`config.mk`:
```
export PLATFORM = sky130hd
export DESIGN_NAME = data_mem_responder
export DESIGN_NICKNAME = d
export VERILOG_FILES = /design/src/rtl/data_mem_responder.sv
export SDC_FILE = /design/constraint.sdc
export NUM_CORES = 1
export LEC_CHECK = 0
export ABC_CLOCK_PERIOD_IN_PS = 2650
export CAP_MARGIN = 15
export CORE_MARGIN = 2
export CORE_UTILIZATION = 45
export CTS_BUF_LIST = sky130_fd_sc_hd__clkbuf_4
export CTS_CLUSTER_DIAMETER = 50
export CTS_CLUSTER_SIZE = 12
export DETAILED_ROUTE_END_ITERATION = 8
export GPL_TIMING_DRIVEN = 1
export PLACE_DENSITY = 0.74
export SYNTH_ARGS = -nofsm -noshare
export SYNTH_HDL_FRONTEND = slang
export SYNTH_SLANG_ARGS = --single-unit
```
`constraint.sdc`:
```
create_clock -name clk_in -period 2.65 [get_ports clk_in]
set_input_delay 0.265 -clock clk_in [delete_from_list [all_inputs] [get_ports clk_in]]
set_output_delay 0.265 -clock clk_in [all_outputs]
set_load 0.005 [all_outputs]
```
`src/rtl/data_mem_responder.sv`:
```
// data_mem_responder: responder side of the CPU data-memory bus.
// Each accepted load/store is split into 1, 2 or 4 little-endian byte accesses
// on a byte-wide single-port BRAM with a fixed read latency. One request is in
// flight at a time, and busy_out marks that window.
//
// Handshake: a dispatch is sampled on a rising edge only while busy_out=0.
// Exactly one dispatch high with a legal width starts a request. An illegal
// dispatch produces a one-cycle err_out pulse. A dispatch while busy_out=1 is
// dropped without comment. A completed load is marked by a one-cycle
// data_valid_out pulse, with read_data_out valid in that same cycle.
module data_mem_responder #(
   parameter int ADDR_W     = 16,
   parameter int RD_LATENCY = 2
) (
   input  logic              clk_in,
   input  logic              rst_in,
   input  logic [31:0]       addr_in,
   input  logic [31:0]       write_data_in,
   input  logic [1:0]        mem_width_in,
   input  logic              dispatch_read_in,
   input  logic              dispatch_write_in,
   output logic              busy_out,
   output logic [31:0]       read_data_out,
   output logic              data_valid_out,
   output logic              err_out,
   output logic [ADDR_W-1:0] bram_addr_out,
   output logic [7:0]        bram_din_out,
   output logic              bram_we_out,
   input  logic [7:0]        bram_dout_in,
   output logic [2:0]        state_dbg_out
);

   typedef enum logic [2:0] {
      S_IDLE       = 3'd0,
      S_WRITE      = 3'd1,
      S_READ_ISSUE = 3'd2,
      S_READ_DRAIN = 3'd3,
      S_DONE       = 3'd4
   } state_t;

   state_t                          state_q, state_d;
   logic [1:0]                      idx_q, idx_d;      // byte index of the current access
   logic [1:0]                      last_q, last_d;    // N-1 for the active request
   logic [31:0]                     wdata_q, wdata_d;
   logic [ADDR_W-1:0]               addr_q, addr_d;
   logic [7:0]                      din_q, din_d;
   logic                            err_q, err_d;
   logic [31:0]                     rbuf_q, rbuf_d;    // load bytes gathered so far
   logic [31:0]                     rdata_q, rdata_d;
   logic [RD_LATENCY-1:0]           pvld_q, pvld_d;    // capture pipe: byte in flight
   logic [RD_LATENCY-1:0][1:0]      pidx_q, pidx_d;    // capture pipe: its byte index

   logic       any_disp;
   logic       bad_req;
   logic       good_req;
   logic       push;
   logic       cap;
   logic [1:0] cap_idx;
   logic [1:0] req_last;
   logic [1:0] next_idx;

   // Upper address bits are deliberately ignored.
   logic unused_addr_hi;
   assign unused_addr_hi = ^addr_in[31:ADDR_W];

   // Next-state, datapath and capture-pipe logic
   always_comb begin
      state_d  = state_q;
      idx_d    = idx_q;
      last_d   = last_q;
      wdata_d  = wdata_q;
      addr_d   = addr_q;
      din_d    = din_q;
      err_d    = 1'b0;
      rbuf_d   = rbuf_q;
      rdata_d  = rdata_q;
      pvld_d   = pvld_q;
      pidx_d   = pidx_q;
      push     = 1'b0;
      next_idx = idx_q + 2'd1;

      any_disp = dispatch_read_in | dispatch_write_in;
      bad_req  = any_disp & ((mem_width_in == 2'd3) | (dispatch_read_in & dispatch_write_in));
      good_req = any_disp & ~bad_req;

      case (mem_width_in)
         2'd0:    req_last = 2'd0;
         2'd1:    req_last = 2'd1;
         default: req_last = 2'd3;
      endcase

      // The oldest pipe stage lines up with the BRAM's output byte.
      cap     = pvld_q[RD_LATENCY-1];
      cap_idx = pidx_q[RD_LATENCY-1];
      if (cap) begin
         rbuf_d[{cap_idx, 3'b000} +: 8] = bram_dout_in;
      end

      case (state_q)
         S_IDLE, S_DONE: begin
            // DONE is not busy, so it accepts a new request just like IDLE.
            state_d = S_IDLE;
            if (bad_req) begin
               err_d = 1'b1;
            end else if (good_req) begin
               last_d  = req_last;
               idx_d   = 2'd0;
               addr_d  = addr_in[ADDR_W-1:0];
               wdata_d = write_data_in;
               if (dispatch_write_in) begin
                  din_d   = write_data_in[7:0];
                  state_d = S_WRITE;
               end else begin
                  rbuf_d  = '0;
                  state_d = S_READ_ISSUE;
               end
            end
         end

         S_WRITE: begin
            if (idx_q == last_q) begin
               state_d = S_IDLE;
            end else begin
               idx_d  = next_idx;
               addr_d = addr_q + ADDR_W'(1);
               din_d  = wdata_q[{next_idx, 3'b000} +: 8];
            end
         end

         S_READ_ISSUE: begin
            push = 1'b1;
            if (idx_q == last_q) begin
               state_d = S_READ_DRAIN;
            end else begin
               idx_d  = next_idx;
               addr_d = addr_q + ADDR_W'(1);
            end
         end

         S_READ_DRAIN: begin
            if (cap && (cap_idx == last_q)) begin
               rdata_d = rbuf_d;
               state_d = S_DONE;
            end
         end

         default: state_d = S_IDLE;
      endcase

      // Each address issued enters the pipe tagged with its byte index.
      for (int j = RD_LATENCY - 1; j > 0; j--) begin
         pvld_d[j] = pvld_q[j-1];
         pidx_d[j] = pidx_q[j-1];
      end
      pvld_d[0] = push;
      pidx_d[0] = idx_q;
   end

   // State and datapath registers; reset aborts any request in flight
   always_ff @(posedge clk_in) begin
      if (rst_in) begin
         state_q <= S_IDLE;
         idx_q   <= '0;
         last_q  <= '0;
         wdata_q <= '0;
         addr_q  <= '0;
         din_q   <= '0;
         err_q   <= 1'b0;
         rbuf_q  <= '0;
         rdata_q <= '0;
         pvld_q  <= '0;
         pidx_q  <= '0;
      end else begin
         state_q <= state_d;
         idx_q   <= idx_d;
         last_q  <= last_d;
         wdata_q <= wdata_d;
         addr_q  <= addr_d;
         din_q   <= din_d;
         err_q   <= err_d;
         rbuf_q  <= rbuf_d;
         rdata_q <= rdata_d;
         pvld_q  <= pvld_d;
         pidx_q  <= pidx_d;
      end
   end

   assign busy_out       = (state_q == S_WRITE) || (state_q == S_READ_ISSUE) ||
                           (state_q == S_READ_DRAIN);
   assign bram_we_out    = (state_q == S_WRITE);
   assign data_valid_out = (state_q == S_DONE);
   assign err_out        = err_q;
   assign read_data_out  = rdata_q;
   assign bram_addr_out  = addr_q;
   assign bram_din_out   = din_q;
   assign state_dbg_out  = state_q;

endmodule
```
==> summary.txt <==
outcome: finished, final reports clean
peak supply drop: 0.0003930 V
Final period util: 89.02%
post-synthesis async set-or-reset flop share: 0%
met1 Use GR: 26.24%
Hold Buf Count CTS: 0
Synth Flop Type: dfxtp_1
crit path kind: flip-flop to primary output
total global routing overflow: 0
Synth cell types: 60
worst path required time: 2380 ps
Yosys top cell area share: 47.84%
M2 GR Usage: 36.34%
Inst Count DP: 894
crit path cell chain: nand2b_1, nor2_4, clkdlybuf4s50_1
PortBufs: 124
skew final: 11.82 ps
Synth Area in XOR/XNOR: 1.272%
Crit Path Max Fanout: 12
DR pass1 iterations: 5
Setup-failing EPs final: 0
share of cells above drive strength 1: 8.839%
Clock Tree Buf Depth: 2
Overall Global Routing Usage: 21.43%
initial antenna violation count: 0
Static Leak: 2.429 nW
Gate power share: 29.9%
Syn Nets: 715
Die W: 115.6 µm
# rows: 40
clock network power share: 25.8%
minimum clock period after layout: 2359 ps
crit end category: primary output
sequential share of power: 44.3%
# nets final: 829
I/O Pins: 141
Worst path slowest cell: dfxtp_1
first-pass GRT wire length: 22670 µm
drt wl/cell: 15.18 µm
Rel. slew slack: 50.15%
Synth Warn #: 0
post-CTS sizing: 0
DR iter-0 viols: 294
switching pwr: 1.890 mW
number of global-route vias before repair: 4779
GRT busiest layer: met2
Inserted Diodes: 0
internal power: 3.668 mW
CP top delay family: flip-flops
post-synthesis sequential element count: 134
Fmax: 0.4239 GHz
Post-synth EDFFs: 0
met3 GRT Util: 5.126%
DPL Wire Length: 9675 µm
main combinational cell family by area after synthesis: compound AO/OA/AOI/OAI gates
Antenna Nets Post-Route: 0
worst hold-check path type: primary input to flip-flop
post-CTS setup buffer count: 0
worst-margin pin slew: 746.1 ps
post-synthesis cell area: 0.005608 mm²
post-synth top area cell: dfxtp_1
CP bufs+invs: 1
Clock Sinks: 134
TritonCTS Buffers: 17
Die Area: 0.01337 mm²
Syn Area/Cell: 8.887 µm²
adder-cell share of the synthesized area: 1.339%
WL final: 14060 µm
ranking of synthesized cells by area: dfxtp_1, nor2_1, nand2_1
count leader, synth: dfxtp_1
PwrDens: 764.0 mW/mm²
crit start category: flip-flop
Vias: 5071
Synth top cells by count: dfxtp_1, nor2_1, nand2_1
CTS tree: done
Worst-path clk slew: 110 ps
post-synthesis simple-gate area fraction: 20.24%
Setup TNS: 0 ps
clk_lat worst skew: 550 ps
Non-Filler Instances: 926
Synth Area in Compound Gates: 20.75%
number of max-cap violations: 0
RSZ-0062 raised after global routing: false
CTS H-tree lvls: 4
crit path DAT: 2090 ps
root buf cell: clkbuf_4
Chip Height: 115.6 µm
DRC violations left: 0
largest net degree at the start of global routing: 65
mux share of post-synthesis cell area: 4.641%
final hold viol count: 0
slowest stage delay, CP: 650 ps
Initial Utilization: 46.30%
Layout area overhead: 29.72%
Vias/cell: 5.476
GP Congestion: 0.8431
cells after synthesis: 631
count of pins over their slew limit: 0
post-synthesis sequential area ratio: 47.84%
Core ar.: 0.01211 mm²
Sw Share: 34.00%
==> power by group through the flow <==
stage | Clock, mW | Combinational [mW] | Sequential (mW)
finish | 1.43 | 1.66 | 2.46
global route | 1.55 | 1.83 | 2.50
CTS | 1.47 | 1.66 | 2.46
detailed placement | 0 | 1.65 | 2.50
global placement | 0 | 1.62 | 2.49
floorplan | 0 | 1.12 | 2.44
==> through the flow <==
stage / hold slack [ps] / setup slack (ps) / util, % / cell area (µm²) / total power [mW]
4_1_cts: 154.7 / 239.3 / 60.06 / 7274 / 5.592
3_5_place_dp: 424.7 / 323.1 / 57.54 / 6969 / 4.154
3_3_place_gp: 420.7 / 381.7 / 57.54 / 6969 / 4.106
6_report: 197.3 / 291.1 / 60.06 / 7274 / 5.558
2_1_floorplan: 357.0 / 648.9 / - / 5608 / 3.553
5_1_grt: 170.6 / 168.6 / 60.06 / 7274 / 5.880
==> per-layer routing <==
layer	share of wire, %	wire length [µm]	vias up
met1	42	5883	2345
li1	-	-	2503
met4	1.9	266	0
met5	0	0	-
met3	6.5	916	23
met2	50	6991	200
==> kinds of logic after synthesis <==
logic type / after synthesis
simple gates: 252
compound gates: 171
flops: 134
buf+inv: 46
mux: 16
xor+xnor: 6
fa+ha+maj: 6
==> path summary, 6_finish.rpt <==
check	start	endpoint	slack, ps	depth (start not counted)
max reg2reg	cap_idx[0]	read_data_out[25]	450	5
max	state_dbg_out[0]	bram_we_out	290	3
min reg2reg	pvld_q[0]	pvld_q[1]	450	1
min	rst_in	bram_addr_out[3]	200	2
==> registers in the layout (all words and copies together), names as in the netlist <==
name / count
err_out: 1
bram_din_out: 8
rbuf_q: 32
wdata_q: 32
idx_q: 2
state_dbg_out: 3
last_q: 2
pvld_q: 2
bram_addr_out: 16
cap_idx: 2
read_data_out: 32
pidx_d: 2
==> layout by cell type (no fill, tap or decap), types with 5 or more instances in the layout <==
master           netlist  layout
a211oi_1              40      40
a21oi_1               57      57
a22oi_1                9       9
a31oi_1                5       5
a32oi_1               20      20
buf_4                  2      13
clkbuf_4               0      17
clkdlybuf4s50_1        0     123
dfxtp_1              134     134
ha_1                   6       6
mux2i_1                8       8
mux4_2                 8       8
nand2_1               83      83
nand3_1               12      12
nor2_1                98      97
nor2b_1                5       5
nor3_1                11      11
nor4_1                 6       6
o21ai_0               16      16
xnor2_1                5       5
==> final cells by class <==
class | instances | area [µm²]
fillers | 1113 | 4837
multi-input cells | 451 | 2713
flip-flops and latches | 134 | 2683
repair buffers | 137 | 1349
well taps | 168 | 210.2
clock inverters | 15 | 177.7
clock buffers | 17 | 127.6
inverters | 4 | 15.01
No activity file was read; power rests on OpenSTA's default activity.
